### config.mk
export PLATFORM = sky130hd
export DESIGN_NAME = divisor_secuencial
export DESIGN_NICKNAME = d
export VERILOG_FILES = /design/src/rtl/divisor_secuencial_pkg.sv /design/src/rtl/divisor_secuencial_abs_neg.sv /design/src/rtl/divisor_secuencial.sv
export SDC_FILE = /design/constraint.sdc
export NUM_CORES = 1
export LEC_CHECK = 0
export CAP_MARGIN = 30
export CORE_ASPECT_RATIO = 1.75
export CORE_MARGIN = 2
export CORE_UTILIZATION = 60
export CTS_CLUSTER_DIAMETER = 50
export CTS_CLUSTER_SIZE = 40
export DETAILED_ROUTE_END_ITERATION = 6
export HOLD_SLACK_MARGIN = 0.08
export PLACE_DENSITY_LB_ADDON = 0.08
export SLEW_MARGIN = 20
export SYNTH_ARGS = -nofsm -noshare
export SYNTH_HDL_FRONTEND = slang
export SYNTH_SLANG_ARGS = --single-unit
### constraint.sdc
create_clock -name clk -period 7 [get_ports clk]
set_clock_uncertainty 0.15 [all_clocks]
set_input_delay 1.05 -clock clk [delete_from_list [all_inputs] [get_ports clk]]
set_output_delay 1.05 -clock clk [all_outputs]
set_load 0.005 [all_outputs]
### src/rtl/divisor_secuencial_pkg.sv
// rtl/divisor_secuencial_pkg.sv - shared ALU constants for the sequential divider
// Purpose: FSM state encoding, default operand widths shared with the Booth
//          multiplier, and the step-counter width helper.
// Ports:   none (package).
package divisor_secuencial_pkg;

  // Default widths, common with the multiplier (its product width is NW).
  localparam int NW_DEF = 16;
  localparam int DW_DEF = 8;

  typedef enum logic [1:0] {
    ST_IDLE = 2'd0,
    ST_CALC = 2'd1,
    ST_FIX  = 2'd2
  } state_t;

  // The step counter must hold the value NW itself.
  function automatic int cnt_width(input int nw);
    return $clog2(nw + 1);
  endfunction

endpackage

### src/rtl/divisor_secuencial_abs_neg.sv
// rtl/divisor_secuencial_abs_neg.sv - conditional two's-complement negate
// Purpose: y = neg ? -a : a, width W. Used for operand magnitudes and result sign fix.
// Ports:   a   in  W  operand
//          neg in  1  negate when high
//          y   out W  result
module abs_neg #(
  parameter int W = 8
) (
  input  logic [W-1:0] a,
  input  logic         neg,
  output logic [W-1:0] y
);

  assign y = neg ? ((~a) + {{(W-1){1'b0}}, 1'b1}) : a;

endmodule

### src/rtl/divisor_secuencial.sv
// rtl/divisor_secuencial.sv - sequential signed restoring divider (NW / DW bits)
// Purpose: q = A / B truncated toward zero, r = A % B (sign of A), one quotient
//          bit per clock, with divide-by-zero and overflow status.
// Ports:   clk   in  1   clock, rising edge
//          rst   in  1   synchronous active-high reset
//          start in  1   request, sampled only in IDLE
//          A     in  NW  signed dividend
//          B     in  DW  signed divisor
//          q     out NW  signed quotient
//          r     out DW  signed remainder
//          busy  out 1   division in progress
//          done  out 1   one-cycle result pulse
//          dz    out 1   divide-by-zero flag
//          ovf   out 1   quotient overflow flag
module divisor_secuencial
  import divisor_secuencial_pkg::*;
#(
  parameter int NW = NW_DEF,
  parameter int DW = DW_DEF
) (
  input  logic          clk,
  input  logic          rst,
  input  logic          start,
  input  logic [NW-1:0] A,
  input  logic [DW-1:0] B,
  output logic [NW-1:0] q,
  output logic [DW-1:0] r,
  output logic          busy,
  output logic          done,
  output logic          dz,
  output logic          ovf
);

  localparam int CW = cnt_width(NW);

  state_t        state_q, state_d;
  logic [CW-1:0] cnt_q, cnt_d;
  logic [NW:0]   quo_q, quo_d;
  logic [DW:0]   rem_q, rem_d;
  logic [DW:0]   div_q, div_d;
  logic          sgn_quo_q, sgn_quo_d;
  logic          sgn_rem_q, sgn_rem_d;
  logic          ovf_pend_q, ovf_pend_d;
  logic [NW-1:0] q_q, q_d;
  logic [DW-1:0] r_q, r_d;
  logic          busy_q, busy_d;
  logic          done_q, done_d;
  logic          dz_q, dz_d;
  logic          ovf_q, ovf_d;

  logic [NW:0]   a_mag;
  logic [DW:0]   b_mag;
  logic [NW-1:0] q_fix;
  logic [DW-1:0] r_fix;
  logic [DW:0]   rem_sh;
  logic [DW:0]   trial;
  logic          unused_bits;

  // Magnitudes are one bit wider so -2^(NW-1) and -2^(DW-1) stay exact.
  abs_neg #(.W(NW + 1)) u_abs_a (.a({A[NW-1], A}), .neg(A[NW-1]), .y(a_mag));
  abs_neg #(.W(DW + 1)) u_abs_b (.a({B[DW-1], B}), .neg(B[DW-1]), .y(b_mag));

  // Quotient magnitude is at most 2^(NW-1), so its low NW bits are enough;
  // the -32768 / -1 case wraps back to -32768 here. Remainder magnitude < 2^(DW-1).
  abs_neg #(.W(NW)) u_fix_q (.a(quo_q[NW-1:0]), .neg(sgn_quo_q), .y(q_fix));
  abs_neg #(.W(DW)) u_fix_r (.a(rem_q[DW-1:0]), .neg(sgn_rem_q), .y(r_fix));

  // Restoring step: shift the next dividend bit into the partial remainder
  // and try subtracting |B|; the sign of trial decides the quotient bit.
  assign rem_sh = {rem_q[DW-1:0], quo_q[NW-1]};
  assign trial  = rem_sh - div_q;

  // Top bits never carry information after the step (remainder < |B|).
  assign unused_bits = rem_q[DW] ^ quo_q[NW];

  always_comb begin
    state_d    = state_q;
    cnt_d      = cnt_q;
    quo_d      = quo_q;
    rem_d      = rem_q;
    div_d      = div_q;
    sgn_quo_d  = sgn_quo_q;
    sgn_rem_d  = sgn_rem_q;
    ovf_pend_d = ovf_pend_q;
    q_d        = q_q;
    r_d        = r_q;
    busy_d     = busy_q;
    done_d     = 1'b0;
    dz_d       = dz_q;
    ovf_d      = ovf_q;

    case (state_q)
      ST_IDLE: begin
        if (start) begin
          if (B == '0) begin
            q_d    = '0;
            r_d    = '0;
            dz_d   = 1'b1;
            ovf_d  = 1'b0;
            done_d = 1'b1;
          end else begin
            sgn_quo_d  = A[NW-1] ^ B[DW-1];
            sgn_rem_d  = A[NW-1];
            ovf_pend_d = (A == {1'b1, {(NW-1){1'b0}}}) && (B == {DW{1'b1}});
            quo_d      = a_mag;
            div_d      = b_mag;
            rem_d      = '0;
            cnt_d      = CW'(NW);
            busy_d     = 1'b1;
            state_d    = ST_CALC;
          end
        end
      end

      ST_CALC: begin
        rem_d = trial[DW] ? rem_sh : trial;
        quo_d = {quo_q[NW-1:0], ~trial[DW]};
        cnt_d = cnt_q - CW'(1);
        // Last of the NW steps: busy drops as the sign-fix cycle starts.
        if (cnt_q == CW'(1)) begin
          state_d = ST_FIX;
          busy_d  = 1'b0;
        end
      end

      ST_FIX: begin
        q_d     = q_fix;
        r_d     = r_fix;
        dz_d    = 1'b0;
        ovf_d   = ovf_pend_q;
        done_d  = 1'b1;
        busy_d  = 1'b0;
        state_d = ST_IDLE;
      end

      default: begin
        state_d = ST_IDLE;
      end
    endcase
  end

  always_ff @(posedge clk) begin
    if (rst) begin
      state_q    <= ST_IDLE;
      cnt_q      <= '0;
      quo_q      <= '0;
      rem_q      <= '0;
      div_q      <= '0;
      sgn_quo_q  <= 1'b0;
      sgn_rem_q  <= 1'b0;
      ovf_pend_q <= 1'b0;
      q_q        <= '0;
      r_q        <= '0;
      busy_q     <= 1'b0;
      done_q     <= 1'b0;
      dz_q       <= 1'b0;
      ovf_q      <= 1'b0;
    end else begin
      state_q    <= state_d;
      cnt_q      <= cnt_d;
      quo_q      <= quo_d;
      rem_q      <= rem_d;
      div_q      <= div_d;
      sgn_quo_q  <= sgn_quo_d;
      sgn_rem_q  <= sgn_rem_d;
      ovf_pend_q <= ovf_pend_d;
      q_q        <= q_d;
      r_q        <= r_d;
      busy_q     <= busy_d;
      done_q     <= done_d;
      dz_q       <= dz_d;
      ovf_q      <= ovf_d;
    end
  end

  assign q    = q_q;
  assign r    = r_q;
  assign busy = busy_q;
  assign done = done_q;
  assign dz   = dz_q;
  assign ovf  = ovf_q;

endmodule

==> reports/metrics.sh, run 1 <==
SYNTHARSTFLOPSHARE=0
SLEW_HEADROOM=0.436
MAXIMUM_CLOCK_RATE_GHz=0.259
ROWS=40
CP_DATA_ARRIVAL_TIME_PS=3970
DETAIL_ROUTE.WIRELENGTH_UM=10200
P_INT_uW=862
TOTAL_POWER_mW=1.26
FINAL_HOLD_VIOL_COUNT=0
SYN_TO_FINAL_GROWTH_PCT=18.9
LAYOUT.CELLS.MOST_COMMON='dfxtp_1'
CELLLEAKAGEPOWER_nW=1.86
PROPORTION_OF_LAYOUT_CELLS_WITH_A_DRIVE_SUFFIX_ABOVE_1=0.0672
MAX-VDD-IR-DROP_uV=194
CRITICAL_PATH_BUFFERS_AND_INVERTERS=2
DIE_WIDTH_UM=67.2
FILLERS=543
OUTCOME='finished, final reports clean'
SLOWEST_CELL_DELAY_ON_CRITICAL_PATH_PS=560
SYNTH.FF_LATCH_COUNT=71
SYN-CELL-AREA_SQ_UM=4190
BOUNDARYPINS=55
CLOCKPOWERSHARE=0.351
AVGVIACOUNTPERCELL=6.11
SYNTH-SEQ-AREA-SHARE=0.339
CTSLONGESTPATHBUFFERS=2
LARGEST_NET_DEGREE_AT_THE_START_OF_GLOBAL_ROUTING=64
SYNTHDISTINCTLIBCELLS=60
FIN_CRIT_PS=3850
POWER.NET_SWITCHING_uW=402
POSTSYNTHCELLCOUNT=497
SETUP_TNS_PS=0
WORST_HOLD_SLACK_PS=305
PORT-BUFFER-COUNT=54
WIRE_LENGTH_OF_THE_FIRST_GLOBAL_ROUTING_PASS_UM=16600
CP-END-KIND='flop'
PLACEDCELLCOUNT=605
DESIGN.CORE.AREA_SQ_UM=6810
WORSTSETUPPATHTYPE='in2reg'
DIE_Y_EXTENT_UM=115
MIN_PATH_TYPE='reg2reg'
FIRST_GLOBAL_VIAS=3643
CTS_RESIZED=0
MAXCAP_VIOLATIONS=0
WORST_PATH_TOP_CELL_FAMILY_BY_DELAY='compound AO/OA/AOI/OAI gates'
SYNTH-WARNING-COUNT=0
POWER.DENSITY_CELL_AREA_nW_PER_UM2=254
UNREPAIRED_SETUP_ENDPOINTS_AFTER_GLOBAL_ROUTING='no'
SEQPWRFRAC=0.378
CRIT_SHARE_POST_ROUTE=0.551
CLK_ROOT_BUFFER_CELL='clkbuf_16'
WORST-SLEW-PIN-TRANSITION_PS=844
NUMBER_OF_BUFFERS_CREATED_BY_CTS=9
LAYOUT_NETS=579
DRTITER0DRC=197
HTREE_NUM_LEVELS=3
MAXSLEWVIOLCOUNT=0
POST_CTS_HOLD_BUFFER_COUNT=0
TRACK_USAGE=0.283
FINAL_CORE_UTILIZATION=0.732
POST-DP-HPWL_UM=7540
ANTENNA_FOUND_INITIAL=0
WORST-PATH-MAX-FANOUT=16
COMBPWRFRAC=0.271
POWER.SHARE.SWITCHING=0.318
DRT_FIRST_PASS_ITERS=7
SYNTH_AREA_PER_CELL_SQ_UM=8.43
CP_SLOWEST_CELL='or4b_1'
SETUP_VIOL_COUNT_FINAL=0
POST-CTS-SETUP-BUFFERS=0
CLK_PIN_SLEW_PS=50
ROUTED_WIRE_LENGTH_PER_INSTANCE_UM=16.4
ANT_NETS=0
NUMBER_OF_REMAINING_DRC_ERRORS=0
CTS_TREE='done'
SYNTHFLOPTYPE='dfxtp_1'
FLOORPLAN.INITIALDENSITY=0.616
SYN_NETS=544
TRITONCTS_NUM_SINKS=71
GRT-OVFL-TOTAL=0
NUMBER_OF_ENABLE_FLIP_FLOP_CELLS_AFTER_SYNTHESIS=0
DIODES=0
LAYOUTNONFILLERINSTCOUNT=620
DR_TOTAL_VIAS=3790
CLK-INSERTION-DELAY-LATE_PS=330
FINAL_CELL_MIX='dfxtp_1 (71), nor2_1 (53), clkdlybuf4s50_1 (53), nand2_1 (36), a22oi_1 (28)'
ORDERED_LIST_OF_CELLS_ON_THE_WORST_PATH='clkdlybuf4s50_1, inv_1, ha_1, or4b_1, o21ba_2, a21oi_2, and2b_1, a22oi_1, o21ai_0'
FLOORPLAN.DIE_AREA_SQ_UM=7690
CRITICAL_PATH.STARTPOINT_TYPE='primary input'
CRITPATHREQUIREDTIME_PS=7110
FINALWEIGHTEDCONGESTION=0.803
## power groups by stage
| stage | sequential (mW) | clock [mW] | combinational [mW] |
|---|---|---|---|
| floorplan | 0.467 | 0 | 0.267 |
| finish | 0.478 | 0.443 | 0.343 |
| global route | 0.482 | 0.468 | 0.376 |
| detailed placement | 0.485 | 0 | 0.338 |
| CTS | 0.477 | 0.450 | 0.341 |
| global placement | 0.483 | 0 | 0.330 |
## layout make-up
cell class | count | area [sq um] | area share
clock buffer | 9 | 225 | 0.0452
sequential | 71 | 1420 | 0.285
multi-input combinational | 368 | 2520 | 0.506
inverter | 26 | 97.6 | 0.0196
timing repair buffer | 56 | 551 | 0.110
clock inverter | 6 | 62.6 | 0.0126
tap | 84 | 105 | 0.0211
## worst paths after layout
path / start / slack, ps / cells past startpoint / end
setup / recovery: B[1] / 3150 / 9 / quo_q[7]
hold / removal: div_q[7] / 310 / 2 / div_q[7]
setup reg to reg: state_q[1] / 4090 / 8 / cnt_q[4]
hold reg to reg: div_q[7] / 310 / 2 / div_q[7]
## metrics by stage
| step | area, sq um | setup slack (ps) |
|---|---|---|
| 6_report | 4980 | 3150 |
| 5_1_grt | 4980 | 2900 |
| 4_1_cts | 4980 | 3180 |
| 3_5_place_dp | 4700 | 2850 |
| 3_3_place_gp | 4700 | 2930 |
| 2_1_floorplan | 4190 | 3900 |
## cell families (layout without fill, tap and decap cells)
family / Yosys count / in the layout / share of synthesized area
adder cells (fa/ha/maj): 20 / 20 / 0.0615
flip-flops: 71 / 71 / 0.339
XOR/XNOR: 47 / 47 / 0.0982
multiplexers: 15 / 15 / 0.0361
AO/OA/AOI/OAI: 134 / 134 / 0.225
buffers and inverters: 58 / 97 / 0.0591
AND/OR/NAND/NOR: 152 / 152 / 0.181
## state kept, by name (all words and copies together), names as in the netlist
register and flops:
busy 1, cnt_q 5, div_q 9, done 1
dz 1, ovf 1, ovf_pend_q 1, q 16
quo_q 16, r 8, rem_q 8, sgn_quo_q 1
sgn_rem_q 1, state_q 2
## cells in the mapped netlist (3+ instances only)
library cell   n  area (sq um)
o21ai_0       26           130
a31oi_1        5          31.3
o22ai_1        6          37.5
a22oi_1       28           210
dfxtp_1       71          1420
xnor2_1       27           236
nor2_1        53           199
a21oi_1       17          85.1
a222oi_1       4          40.0
o21a_1         4          30.0
nand3b_1       3          22.5
mux2i_1       14           140
buf_2          6          30.0
o31ai_1        7          52.6
nor4_1         3          18.8
nand3_1        7          35.0
nor3_1        10          50.1
o41ai_1        6          52.6
nand2_1       36           135
ha_1          19           238
clkbuf_1      22          82.6
nand2b_1      11          68.8
or4_1          4          30.0
a211oi_1      13          97.6
inv_1         26          97.6
xor2_1        20           175
or3_1          4          25.0
or3b_2         3          26.3
nor2b_1        4          25.0
## metal layers
metal | global-route usage | wire (um) | vias up
met1 | 0.288 | 3740 | 1788
met4 | 0.150 | 442 | 0
met3 | 0.0590 | 425 | 36
met5 | 0 | 0 | -
met2 | 0.517 | 5570 | 123
li1 | - | - | 1843
## worst min-delay path: cells and delay by family (launching register included)
kind | cells | cell delay (ps)
simple gates | 1 | 50
flops | 1 | 310
compound gates | 1 | 50
(Power assumes the default switching activity.)
==> inputs of run 2 (changes only) <==
--- a/config.mk
+++ b/config.mk
@@ -8,7 +8,7 @@
 export CAP_MARGIN = 30
 export CORE_ASPECT_RATIO = 1.75
 export CORE_MARGIN = 2
-export CORE_UTILIZATION = 60
+export CORE_UTILIZATION = 56
 export CTS_CLUSTER_DIAMETER = 50
 export CTS_CLUSTER_SIZE = 40
 export DETAILED_ROUTE_END_ITERATION = 6
==> constraint.sdc (replaced) <==
create_clock -name clk -period 3.6 [get_ports clk]
set_clock_uncertainty 0.15 [all_clocks]
set_input_delay 0.54 -clock clk [delete_from_list [all_inputs] [get_ports clk]]
set_output_delay 0.54 -clock clk [all_outputs]
set_load 0.005 [all_outputs]
==> run 2 against run 1 <==
Global-route usage is 3.0 points lower. Via count is 1.6% lower. Hold slack better by 7.1 ps. Setup slack worse by 2700 ps. Clock power is 82% higher. Sequential share of layout area is 0.32 points lower. Final area is 1.1% higher. Count of clock-buffer cells in the layout is 1 higher. Register-to-register slack worse by 3100 ps. Sequential cell count stayed put. Final cell count is 1.9% higher. Power is 89% higher. Largest cell class unchanged. Largest power group unchanged. Highest routed layer unchanged.
==> reports/metrics.sh, run 2 (same netlist as run 1, synthesis figures left out) <==
DR_TOTAL_VIAS=3731  # -1.6%
HTREE_NUM_LEVELS=3  # unchanged
SETUP_SLACK_PS=471  # -2680 ps
ANTENNA_FOUND_INITIAL=0  # unchanged
NUMBER_OF_REMAINING_DRC_ERRORS=0  # unchanged
DETAIL_ROUTE.WIRELENGTH_UM=9840  # -3.3%
LARGEST_NET_DEGREE_AT_THE_START_OF_GLOBAL_ROUTING=47  # -27%
PROPORTION_OF_LAYOUT_CELLS_WITH_A_DRIVE_SUFFIX_ABOVE_1=0.0824  # +0.0153
FINAL_HOLD_VIOL_COUNT=0  # unchanged
CRITPATHREQUIREDTIME_PS=3710  # -3400 ps
CLK-INSERTION-DELAY-LATE_PS=330  # about the same
DRTITER0DRC=220  # +12%
GRT-OVFL-TOTAL=0  # unchanged
MIN_PATH_CELLS=2  # unchanged
DRT_FIRST_PASS_ITERS=7  # unchanged
CTSLONGESTPATHBUFFERS=2  # unchanged
FINAL_CELL_MIX='dfxtp_1 (71), nor2_1 (53), clkdlybuf4s50_1 (53), nand2_1 (36), a22oi_1 (28)'
DIODES=0  # unchanged
OUTCOME='finished, final reports clean'
FINAL_CORE_UTILIZATION=0.697  # -0.0354
SLOWEST_CELL_DELAY_ON_CRITICAL_PATH_PS=570  # about the same
SETUP_TNS_PS=0  # unchanged
WORSTSETUPPATHTYPE='in2reg'
MAX-VDD-IR-DROP_uV=323  # +67%
LAYOUT_NETS=588  # +1.6%
REGTOREGENDPOINT='rem_q[7]'
WORST-PATH-MAX-FANOUT=30  # +14
WORST-SLEW-PIN-TRANSITION_PS=786  # -57.5 ps
POST-CTS-SETUP-BUFFERS=0  # unchanged
CELLLEAKAGEPOWER_nW=1.91  # +2.6%
DIE_WIDTH_UM=69.4  # +3.3%
CP_DATA_ARRIVAL_TIME_PS=3240  # -730 ps
FLOORPLAN.DIE_AREA_SQ_UM=8220  # +6.8%
DIE_Y_EXTENT_UM=118  # +3.4%
ORDERED_LIST_OF_CELLS_ON_THE_WORST_PATH='clkdlybuf4s50_1, inv_1, ha_1, or4b_1, or3_4, a21boi_4, nor2_4, buf_4, nand2_1, a21oi_1'
CRIT_SHARE_POST_ROUTE=0.869
PORT-BUFFER-COUNT=54  # unchanged
MAXSLEWVIOLCOUNT=0  # unchanged
AVGVIACOUNTPERCELL=5.90  # -3.4%
DESIGN.CORE.AREA_SQ_UM=7230  # +6.3%
ROUTED_WIRE_LENGTH_PER_INSTANCE_UM=15.6  # -5.2%
WIRE_LENGTH_OF_THE_FIRST_GLOBAL_ROUTING_PASS_UM=16900  # +1.9%
CLK_ROOT_BUFFER_CELL='clkbuf_16'
TRACK_USAGE=0.253  # -0.0301
CTS_RESIZED=0  # unchanged
POWER.DENSITY_CELL_AREA_nW_PER_UM2=475  # +87%
PLACE_WORST_SETUP_SLACK_PS=160  # -2690 ps
DETAILED_PLACE.AREA_SQ_UM=4770  # +1.5%
CP_SLOWEST_CELL='or4b_1'
POST-DP-HPWL_UM=7560  # +0.23%
WORST_HOLD_STARTPOINT='div_q[0]'
CTS_TREE='done'
NUMBER_OF_BUFFERS_CREATED_BY_CTS=9  # unchanged
TOTAL_POWER_mW=2.39  # +89%
MIN_TO='div_q[0]'
WORST-R2R-SETUP-SLACK_PS=950  # -3140 ps
SETUP_VIOL_COUNT_FINAL=0  # unchanged
ROWS=41  # +2.5%
FIRST_GLOBAL_VIAS=3618  # -0.69%
BOUNDARYPINS=55  # unchanged
ANT_NETS=0  # unchanged
SLEW_HEADROOM=0.475  # +0.0385
WORST_PATH_TOP_CELL_FAMILY_BY_DELAY='simple AND/OR/NAND/NOR gates'
FIN_CRIT_PS=3130
CRITICAL_PATH_BUFFERS_AND_INVERTERS=3  # +1
REGTOREGSTARTPOINT='quo_q[15]'
FINISH.INSTANCE_AREA_SQ_UM=5040  # +1.1%
WORST_R2R_PATH_DEPTH=10  # +2
LAYOUT.CELLS.MOST_COMMON='dfxtp_1'
SYN_TO_FINAL_GROWTH_PCT=20.3
CRITICAL_PATH.STARTPOINT_TYPE='primary input'
MAXIMUM_CLOCK_RATE_GHz=0.320
MAXCAP_VIOLATIONS=0  # unchanged
MIN_PATH_TYPE='reg2reg'
CP-END-KIND='flop'
POST_CTS_HOLD_BUFFER_COUNT=0  # unchanged
UNREPAIRED_SETUP_ENDPOINTS_AFTER_GLOBAL_ROUTING='no'
FLOORPLAN.INITIALDENSITY=0.579  # -0.0363
TRITONCTS_NUM_SINKS=71  # unchanged
CLK_PIN_SLEW_PS=60  # about the same
FINALWEIGHTEDCONGESTION=0.844  # +5.2%
-- run 2: worst min-delay path: cells and delay by family, from the launching register on --
kind / cells / cell delay, ps
AO/OA/AOI/OAI: 1 / 50
flip-flops: 1 / 310
AND/OR/NAND/NOR: 1 / 50
-- run 2: how the worst max path moves through the flow --
stage               startpoint     to  slack [ps]  depth (start not counted)
floorplan                 B[0]   q[4]        1010                         10
global placement          B[0]  q[11]         240                         10
detailed placement        B[0]  q[11]         160                         10
CTS                       B[0]  q[11]         510                         10
global route              B[0]  q[11]         320                         10
finish                    B[0]  q[11]         470                         10
-- run 2: cell type report --
type                       instances  area, sq um
clock buffer                      10          229
clock inverter                     6         45.0
fill                             585         2190
inverter                          26         97.6
multi-input combinational        368         2520
sequential                        71         1420
tap                               86          108
timing repair buffer              65          618
-- run 2: per-stage QoR --
step	hold slack, ps	cells
finish	312	632
global route	348	632
CTS	315	632
detailed placement	307	616
global placement	300	616
floorplan	282	497
-- run 2: power by group --
part	leakage [nW]	total [mW]	switching (mW)	internal [mW]
combinational	1.20	0.665	0.354	0.311
clock	0.137	0.805	0.335	0.469
sequential	0.578	0.925	0.0785	0.846
-- run 2: metal layers --
metal | GRT usage | share of wire | vias to the layer above
li1 | - | - | 1860
met1 | 0.275 | 0.38 | 1760
met2 | 0.455 | 0.55 | 84
met3 | 0.0452 | 0.035 | 27
met4 | 0.135 | 0.039 | 0
met5 | 0 | 0 | -
==> inputs of run 3 (changes only) <==
==> constraint.sdc (replaced) <==
create_clock -name clk -period 3.6 [get_ports clk]
set_clock_uncertainty 0.15 [all_clocks]
set_input_delay 0.54 -clock clk [delete_from_list [all_inputs] [get_ports clk]]
set_output_delay 0.54 -clock clk [all_outputs]
set_load 0.05 [all_outputs]
==> results of run 3 <==
The final DEF is identical to that of run 2. Status: finished, final reports clean.
Among the figures that moved: total power 2.39 mW -> 2.41 mW
